==> config.mk <==
export PLATFORM = sky130hd
export DESIGN_NAME = vreg_i2c_target
export DESIGN_NICKNAME = d
export VERILOG_FILES = /design/src/rtl/vreg_pkg.sv /design/src/rtl/vreg_slew_model.sv /design/src/rtl/vreg_i2c_target.sv
export SDC_FILE = /design/constraint.sdc
export NUM_CORES = 1
export LEC_CHECK = 0
export CAP_MARGIN = 20
export CORE_MARGIN = 2
export CORE_UTILIZATION = 30
export CTS_CLUSTER_DIAMETER = 30
export CTS_CLUSTER_SIZE = 40
export DETAILED_ROUTE_END_ITERATION = 8
export GPL_ROUTABILITY_DRIVEN = 0
export PLACE_DENSITY_LB_ADDON = 0.08
export SYNTH_ARGS = -nofsm -noshare
export SYNTH_HDL_FRONTEND = slang
export SYNTH_HIERARCHICAL = 1
export SYNTH_SLANG_ARGS = --single-unit
==> constraint.sdc <==
create_clock -name clk -period 5.55 [get_ports clk]
set_clock_uncertainty 0.1 [all_clocks]
set_input_delay 1.11 -clock clk [delete_from_list [all_inputs] [get_ports clk]]
set_output_delay 1.11 -clock clk [all_outputs]
set_load 0.02 [all_outputs]
==> src/rtl/vreg_pkg.sv <==
// Shared definitions for the voltage-regulator control link: frame states,
// default addresses and the voltage-level table used by controller and DVFS code.
package vreg_pkg;

  typedef enum logic [2:0] {
    ST_IDLE,
    ST_RX_ADDR,
    ST_RX_REG,
    ST_RX_DHI,
    ST_RX_DLO,
    ST_IGNORE
  } frame_state_e;

  localparam logic [7:0] DEV_ADDR_DEFAULT  = 8'h60;
  localparam logic [7:0] VREG_ADDR_DEFAULT = 8'h02;

  // Levels 0..7 map to 600..1300 mV in 100 mV steps.
  function automatic logic [15:0] level_to_mv(input logic [2:0] level);
    return 16'd600 + 16'(level) * 16'd100;
  endfunction

endpackage

==> src/rtl/vreg_slew_model.sv <==
// Output-voltage ramp model: moves vout_mv toward vset_mv by a bounded step
// once every SLEW_DIV cycles and reports power-good when they match.
module vreg_slew_model #(
  parameter int          SLEW_DIV     = 64,
  parameter logic [15:0] SLEW_STEP_MV = 16'd10,
  parameter logic [15:0] VDEFAULT_MV  = 16'd1000
) (
  input  logic        clk,
  input  logic        rst_n,
  input  logic [15:0] vset_mv,
  output logic [15:0] vout_mv,
  output logic        power_good
);

  localparam int DW = (SLEW_DIV > 1) ? $clog2(SLEW_DIV) : 1;

  logic [DW-1:0] div_cnt;
  logic          wrap;

  assign wrap = (div_cnt == DW'(SLEW_DIV - 1));

  always_ff @(posedge clk or negedge rst_n) begin
    if (!rst_n) begin
      div_cnt    <= '0;
      vout_mv    <= VDEFAULT_MV;
      power_good <= 1'b1;
    end else begin
      div_cnt    <= wrap ? '0 : div_cnt + DW'(1);
      power_good <= (vout_mv == vset_mv);
      // Compare before subtracting so the difference never underflows.
      if (wrap) begin
        if (vout_mv < vset_mv) begin
          vout_mv <= ((vset_mv - vout_mv) > SLEW_STEP_MV) ? vout_mv + SLEW_STEP_MV : vset_mv;
        end else if (vout_mv > vset_mv) begin
          vout_mv <= ((vout_mv - vset_mv) > SLEW_STEP_MV) ? vout_mv - SLEW_STEP_MV : vset_mv;
        end
      end
    end
  end

endmodule

==> src/rtl/vreg_i2c_target.sv <==
// Write-only serial target for the regulator: decodes the 4-byte setpoint
// frame from synchronized SCL/SDA, commits valid setpoints and drives the slew model.
module vreg_i2c_target
  import vreg_pkg::*;
#(
  parameter logic [7:0]  DEV_ADDR     = DEV_ADDR_DEFAULT,
  parameter logic [7:0]  VREG_ADDR    = VREG_ADDR_DEFAULT,
  parameter logic [15:0] VMIN_MV      = 16'd600,
  parameter logic [15:0] VMAX_MV      = 16'd1300,
  parameter logic [15:0] VDEFAULT_MV  = 16'd1000,
  parameter int          SLEW_DIV     = 64,
  parameter logic [15:0] SLEW_STEP_MV = 16'd10,
  parameter int          TIMEOUT_CYC  = 20000
) (
  input  logic        clk,
  input  logic        rst_n,
  input  logic        scl_i,
  input  logic        sda_i,
  output logic [15:0] vset_mv,
  output logic [15:0] vout_mv,
  output logic        power_good,
  output logic        write_strobe,
  output logic        frame_err,
  output logic        range_fault
);

  localparam int TW = $clog2(TIMEOUT_CYC + 1);

  logic [1:0]   scl_sync, sda_sync;
  logic         scl, sda, scl_q, sda_q;
  logic         start_ev, stop_ev, rise_ev, scl_edge, in_frame, timeout_hit;
  logic [7:0]   shift_reg, hi_reg, byte_next;
  logic [15:0]  frame_value;
  logic [2:0]   bit_cnt;
  logic [TW-1:0] timeout_cnt;
  frame_state_e state;

  always_ff @(posedge clk or negedge rst_n) begin
    if (!rst_n) begin
      scl_sync <= 2'b11;
      sda_sync <= 2'b11;
      scl_q    <= 1'b1;
      sda_q    <= 1'b1;
    end else begin
      scl_sync <= {scl_sync[0], scl_i};
      sda_sync <= {sda_sync[0], sda_i};
      scl_q    <= scl;
      sda_q    <= sda;
    end
  end

  assign scl = scl_sync[1];
  assign sda = sda_sync[1];

  assign start_ev    = sda_q && !sda && scl_q;
  assign stop_ev     = !sda_q && sda && scl_q && scl;
  assign rise_ev     = !scl_q && scl;
  assign scl_edge    = scl_q ^ scl;
  assign in_frame    = (state == ST_RX_ADDR) || (state == ST_RX_REG) ||
                       (state == ST_RX_DHI)  || (state == ST_RX_DLO);
  assign timeout_hit = in_frame && !scl_edge && (timeout_cnt == TW'(TIMEOUT_CYC - 1));
  assign byte_next   = {shift_reg[6:0], sda};
  assign frame_value = {hi_reg, byte_next};

  always_ff @(posedge clk or negedge rst_n) begin
    if (!rst_n) begin
      state        <= ST_IDLE;
      shift_reg    <= '0;
      hi_reg       <= '0;
      bit_cnt      <= 3'd7;
      timeout_cnt  <= '0;
      vset_mv      <= VDEFAULT_MV;
      write_strobe <= 1'b0;
      frame_err    <= 1'b0;
      range_fault  <= 1'b0;
    end else begin
      write_strobe <= 1'b0;
      frame_err    <= 1'b0;
      timeout_cnt  <= (in_frame && !scl_edge) ? timeout_cnt + TW'(1) : '0;

      if (start_ev) begin
        // A repeated start simply restarts the frame; it is not an error.
        state     <= ST_RX_ADDR;
        bit_cnt   <= 3'd7;
        shift_reg <= '0;
      end else if (stop_ev) begin
        state     <= ST_IDLE;
        frame_err <= in_frame;
      end else if (timeout_hit) begin
        state     <= ST_IDLE;
        frame_err <= 1'b1;
      end else if (rise_ev && in_frame) begin
        shift_reg <= byte_next;
        bit_cnt   <= bit_cnt - 3'd1;
        if (bit_cnt == 3'd0) begin
          case (state)
            ST_RX_ADDR: state <= (byte_next == DEV_ADDR) ? ST_RX_REG : ST_IGNORE;
            ST_RX_REG: begin
              if (byte_next == VREG_ADDR) begin
                state <= ST_RX_DHI;
              end else begin
                state     <= ST_IGNORE;
                frame_err <= 1'b1;
              end
            end
            ST_RX_DHI: begin
              hi_reg <= byte_next;
              state  <= ST_RX_DLO;
            end
            ST_RX_DLO: begin
              state <= ST_IGNORE;
              if ((frame_value >= VMIN_MV) && (frame_value <= VMAX_MV)) begin
                vset_mv      <= frame_value;
                write_strobe <= 1'b1;
                range_fault  <= 1'b0;
              end else begin
                range_fault <= 1'b1;
                frame_err   <= 1'b1;
              end
            end
            default: state <= ST_IGNORE;
          endcase
        end
      end
    end
  end

  vreg_slew_model #(
    .SLEW_DIV     (SLEW_DIV),
    .SLEW_STEP_MV (SLEW_STEP_MV),
    .VDEFAULT_MV  (VDEFAULT_MV)
  ) u_slew (
    .clk        (clk),
    .rst_n      (rst_n),
    .vset_mv    (vset_mv),
    .vout_mv    (vout_mv),
    .power_good (power_good)
  );

endmodule

==> results by group, run 1 <==
Clock network
  – Clock transition at path regs: 0.06 ns
  – CTS buffer count: 9
  – Max H-tree Level: 3
  – Post-CTS Resized: 0
  – CTS Root Cell: clkbuf_16
  – CTS sink count: 84
  – CTS tree: built
  – Clk_lat worst skew: 0.34 ns
  – Clock Path Buffers: 2
  – Hold buffers post-CTS: 0
  – Setup bufs post-CTS: 0

Detailed routing
  – Total Routed Length: 20,500 um
  – Via Count: 6,019
  – DR pass1 iterations: 5
  – ANT nets after route: 0
  – Residual DRC: 0
  – Mean number of vias per cell: 5.75
  – WL per Instance: 19.6 um
  – DRT iter0 DRCs: 330

Job
  – MaxCap Viol Count: 0

STA
  – Final clock period utilization by the worst path: 88.3%
  – Final Max Slew Viols: 0
  – Final Critical Period: 4.90 ns
  – Least-Margin Pin Slew: 0.922 ns
  – Final setup violation count: 0
  – Unrepaired setup endpoints after global routing: no
  – Final hold vios: 0
  – F_max: 204 MHz
  – Fin Hold WS: 0.257 ns
  – TNS Setup: 0 ns
  – Relative slew slack: 38.5%

Floorplanning
  – Num rows: 53
  – I/O Pins: 40
  – DIE AREA: 22,700 um^2
  – Core region area: 21,100 um^2
  – Die Width: 151 um
  – Die Y: 151 um
  – Initial Utilization: 30.6%

Logic synthesis
  – Syn Nets: 795
  – Commonest register cell after synthesis: dfrtp_1
  – Post-synth EDFFs: 0
  – Synth Register Bits: 84
  – Distinct cells, synth: 78
  – Ys Warns: 6
  – Sequential share of the synthesized area: 33.0%
  – Post-Syn Area: 6450 um^2
  – Cell count after synthesis: 751
  – Syn Area/Cell: 8.59 um^2
  – Ys async rst share: 100%

Placement
  – Placed Area: 7000 um^2
  – PortBufs: 39
  – HPWL Detailed: 15,300 um
  – Post-placement cell count: 1,030

Final layout
  – Final Util: 34.7%
  – Final #Nets: 810
  – Largest registers: u_slew/vout_mv (16), vset_mv (16), timeout_cnt (15)
  – Design area: 7320 um^2
  – Growth of design area from synthesis to finish: 13.4%
  – Final Non-Filler Cells: 1,046
  – Layout cells sized above 1: 9.86%
  – Number of antenna diodes: 0
  – FILL cells: 2,227

Worst setup path
  – CP Max Fanout: 15
  – WS Path Type: flip-flop to flip-flop
  – Critical path startpoint category: flip-flop
  – CP Capture Type: flip-flop
  – Arrival @ worst endpoint: 5.05 ns
  – FF-to-FF path depth: 11
  – Register-to-Register Setup Slack: 0.65 ns
  – CP required: 5.70 ns

Min path
  – Min-Delay Path Class: flip-flop to flip-flop
  – Hold path cells: 0

Power
  – Clock power share: 46.2%
  – PwrDens: 193 nW/um^2
  – Switching share of power: 23.1%
  – Comb power frac: 6.2%
  – NetSw: 326 uW
  – Leakage power: 0.00304 uW
  – Reg power frac: 47.6%
  – Cell Int Power: 1090 uW
  – Peak supply drop: 0.000154 V

GRT
  – Pin count of the biggest net entering global routing: 46
  – Vias in the first global route: 5,919
  – Initial antenna violation count: 0
  – GRT overflow: 0
  – Gr usage total: 18.8%
  – First-pass GRT wire length: 33,300 um

Outcome
  – Outcome: complete, no violations
## layer usage
layer  vias to the layer above  track usage (%)  wire (um)
li1                       2807                -          -
met1                      2985             25.3       9050
met4                         0             7.29        582
met2                       190             30.9      10000
met5                         -                0          0
met3                        37             2.39        869
## kinds of logic after synthesis
group           count (synthesis)  synth area share, %
flops                          84                 33.0
compound gates                221                 23.8
xor+xnor                       24                 3.26
mux                            29                 5.08
fa+ha+maj                      40                 7.99
buf+inv                        93                 6.36
simple gates                  260                 20.5
## worst paths after layout
path / startpoint / endpoint
min: scl_sync[0] / scl_sync[1]
max reg2reg: vset_mv[5] / u_slew/vout_mv[15]
min reg2reg: scl_sync[0] / scl_sync[1]
max in group asynchronous: rst_n / scl_sync[1]
max: vset_mv[5] / u_slew/vout_mv[15]
min in group asynchronous: rst_n / u_slew/div_cnt[3]
## cell type report
| cell class | instances | area, um^2 | share of cell area (%) |
|---|---|---|---|
| multi-input cells | 574 | 3910 | 53.5 |
| flip-flops and latches | 84 | 2130 | 29.1 |
| repair buffers | 42 | 410 | 5.61 |
| well taps | 275 | 344 | 4.70 |
| clock buffers | 14 | 254 | 3.47 |
| inverters | 55 | 206 | 2.82 |
| clock inverters | 2 | 60.1 | 0.821 |
## placed cells by master, fill, tap and decap left out, types with 7 or more instances in the layout
cell,instances
a211oi_1,13
a21oi_1,42
a31oi_1,12
and2_1,9
and3_1,11
clkbuf_16,9
clkdlybuf4s50_1,38
dfrtp_1,62
dfstp_2,22
ha_1,38
inv_1,52
mux2_2,17
mux2i_1,8
nand2_1,45
nand3_1,37
nand4_1,18
nor2_1,71
nor3_1,19
nor4_1,7
o211ai_1,15
o21a_1,12
o21ai_0,33
o21ai_1,14
o221ai_1,10
or3_1,8
xnor2_1,13
xor2_1,11
## power by group through the flow
stage / clock network (uW) / registers (uW) / logic (uW)
global route: 701 / 677 / 102
CTS: 674 / 673 / 90.8
global placement: 0 / 683 / 85.8
finish: 652 / 673 / 87.3
floorplan: 0 / 673 / 64.6
detailed placement: 0 / 684 / 90.3
## synth_stat cells, drive strengths merged (6+ instances only)
| library cell | count | area share (%) |
|---|---|---|
| or3 | 8 | 0.78 |
| and2 | 9 | 0.87 |
| xor2 | 11 | 1.5 |
| o211ai | 15 | 1.7 |
| nor4 | 8 | 0.87 |
| buf | 22 | 2.2 |
| a22oi | 6 | 0.70 |
| a211oi | 15 | 1.9 |
| nor2 | 71 | 4.1 |
| o21ai | 47 | 3.6 |
| a31oi | 12 | 1.2 |
| nand3 | 37 | 2.9 |
| clkbuf | 16 | 0.93 |
| a21oi | 44 | 3.5 |
| inv | 55 | 3.2 |
| nand4 | 18 | 1.7 |
| ha | 38 | 7.4 |
| xnor2 | 13 | 1.8 |
| mux2 | 21 | 3.8 |
| mux2i | 8 | 1.2 |
| dfstp | 22 | 9.0 |
| and3 | 11 | 1.1 |
| dfrtp | 62 | 24 |
| o221ai | 10 | 1.4 |
| nand2 | 45 | 2.6 |
| o21a | 12 | 1.4 |
| a211o | 6 | 0.81 |
| nor3 | 21 | 1.8 |
## worst max-delay path: stages (launching register included)
cell and delay [ns]:
dfstp_2 0.61, inv_1 0.06, ha_1 0.61, nand4_1 0.33, a21oi_1 0.30, a211oi_2 0.10
xnor2_1 0.16, nor4_2 0.37, o2111ai_1 0.44, o21ai_1 0.85, nand3_1 0.52, o221ai_1 0.34
## per-stage QoR
step	setup slack, ns	total power (uW)
finish	0.650	1410
global route	0.495	1480
CTS	0.771	1440
detailed placement	0.817	774
global placement	0.766	769
floorplan	2.21	737
Note: power is estimated with default switching activity, not from simulation.
==> run 2, diff against run 1 <==
--- a/config.mk
+++ b/config.mk
@@ -13,6 +13,7 @@
 export DETAILED_ROUTE_END_ITERATION = 8
 export GPL_ROUTABILITY_DRIVEN = 0
 export PLACE_DENSITY_LB_ADDON = 0.08
+export SETUP_SLACK_MARGIN = 0.5
 export SYNTH_ARGS = -nofsm -noshare
 export SYNTH_HDL_FRONTEND = slang
 export SYNTH_HIERARCHICAL = 1
==> run 2 against run 1 <==
Against the previous run:
- clock power hardly changed
- combinational power barely moved
- flip-flop and latch count unchanged
- hold slack about the same
- critical path depth unchanged
- critical endpoint unchanged
- highest routed layer unchanged
==> results by group, run 2 (synthesized netlist as in run 1, its figures left out) <==
Floorplanning
  – Initial Utilization: 30.6%
  – DIE AREA: 22,700 um^2
  – Die Width: 151 um
  – Die Y: 151 um
  – I/O Pins: 40
  – Core region area: 21,100 um^2
  – Num rows: 53

Final layout
  – Largest registers: u_slew/vout_mv (16), vset_mv (16), timeout_cnt (15)
  – Growth of design area from synthesis to finish: 13.5%
  – FILL cells: 2,227
  – Final #Nets: 810
  – Design area: 7320 um^2
  – Commonest non-fill, non-tap cell in the layout: nor2_1
  – Most frequent cells in the layout: 71 x nor2_1, 62 x dfrtp_1, 52 x inv_1, 45 x nand2_1, 42 x a21oi_1
  – Number of antenna diodes: 0
  – Layout cells sized above 1: 9.99%

Power
  – Total power: 1410 uW
  – Peak supply drop: 0.000153 V
  – Leakage power: 0.00304 uW
  – PwrDens: 193 nW/um^2

Detailed routing
  – Via Count: 5,999
  – Residual DRC: 0
  – DRT iter0 DRCs: 393
  – WL per Instance: 19.6 um
  – DR pass1 iterations: 5
  – ANT nets after route: 0
  – Total Routed Length: 20,500 um
  – Mean number of vias per cell: 5.74

STA
  – Final setup violation count: 0
  – Final clock period utilization by the worst path: 82.4%
  – Relative slew slack: 38.5%
  – Final hold vios: 0
  – Final Max Slew Viols: 0
  – TNS Setup: 0 ns
  – Unrepaired setup endpoints after global routing: no
  – Least-Margin Pin Slew: 0.923 ns
  – Final Critical Period: 4.57 ns
  – F_max: 219 MHz

Placement
  – PortBufs: 39
  – HPWL Detailed: 15,300 um
  – Placed Area: 7000 um^2

Worst setup path
  – CP Capture Type: flip-flop
  – CP Max Fanout: 15
  – Largest stage delay on the critical path: 0.62 ns
  – Slowest CP cell: o21ai_2
  – WS Path Type: flip-flop to flip-flop
  – Critical path startpoint category: flip-flop
  – Arrival @ worst endpoint: 4.72 ns
  – CP Cell Sequence: inv_1, ha_1, nand4_1, a21oi_1, a211oi_2, xnor2_1, nor4_2, o2111ai_1, o21ai_2, nand3_1, o221ai_1
  – CP required: 5.70 ns

Min path
  – Min-Delay Path Class: flip-flop to flip-flop

Clock network
  – Max H-tree Level: 3
  – CTS buffer count: 9
  – CTS tree: built
  – Setup bufs post-CTS: 0
  – CTS sink count: 84
  – Clock transition at path regs: 0.06 ns
  – Clock Path Buffers: 2
  – CTS Root Cell: clkbuf_16
  – Hold buffers post-CTS: 0
  – Clk_lat worst skew: 0.34 ns

GRT
  – Gr usage total: 18.8%
  – Pin count of the biggest net entering global routing: 46
  – First-pass GRT wire length: 33,300 um
  – Initial antenna violation count: 0
  – GRT overflow: 0
  – Vias in the first global route: 5,919

Job
  – MaxCap Viol Count: 0

Outcome
  – Outcome: complete, no violations
## run 2: stage by stage
stage                     worst slack, ns  instances  hold WS (ns)  util, %
after floorplan                      2.21        751         0.245        -
after global placement              0.766       1030         0.246     33.2
after detailed placement            0.817       1030         0.249     33.2
after CTS                           0.771       1046         0.258     34.7
after global routing                0.765       1046         0.263     34.7
final                               0.978       1046         0.257     34.7
## run 2: critical path: cells and delay by family (launching register included)
kind                       cells  cell delay [ns]
AOI/OAI and AO/OA              5             1.78
and+or+nand+nor                3             1.14
adders and majority gates      1             0.61
DFF                            1             0.61
xor gates and xnor gates       1             0.16
buffers and inverters          1             0.06
## run 2: repair_timing
action,in CTS,in global routing
endpoints found under the setup margin,0,2
gates resized for setup,0,1
endpoints found under the hold margin,0,0
## run 2: where the power goes
group / switching (uW) / internal, uW / leakage [uW]
Sequential: 27.9 / 645 / 0.00107
Combinational: 54.2 / 33.3 / 0.00182
Clock: 242 / 408 / 0.000151
## run 2: worst paths after layout
| path | endpoint | from | slack, ns | cells after the start |
|---|---|---|---|---|
| min reg2reg | scl_sync[1] | scl_sync[0] | 0.26 | 0 |
| min in group asynchronous | u_slew/div_cnt[3] | rst_n | 0.68 | 1 |
| min | scl_sync[1] | scl_sync[0] | 0.26 | 0 |
| max | u_slew/vout_mv[15] | vset_mv[5] | 0.98 | 11 |
| max in group asynchronous | scl_sync[1] | rst_n | 3.67 | 2 |
| max reg2reg | u_slew/vout_mv[15] | vset_mv[5] | 0.98 | 11 |
## run 2: final cells by class
class	count	area (um^2)	share of cell area, %
sequential	84	2130	29.1
inverter	55	206	2.82
multi-input combinational	574	3920	53.5
clock inverter	2	60.1	0.821
tap	275	344	4.70
clock buffer	14	254	3.47
timing repair buffer	42	410	5.61
## run 2: per-layer routing
metal | vias to the layer above | GRT usage [%] | wire, um
met1 | 2966 | 25.3 | 9060
met2 | 182 | 30.9 | 9870
li1 | 2812 | - | -
met4 | 0 | 7.29 | 643
met3 | 39 | 2.39 | 894
met5 | - | 0 | 0
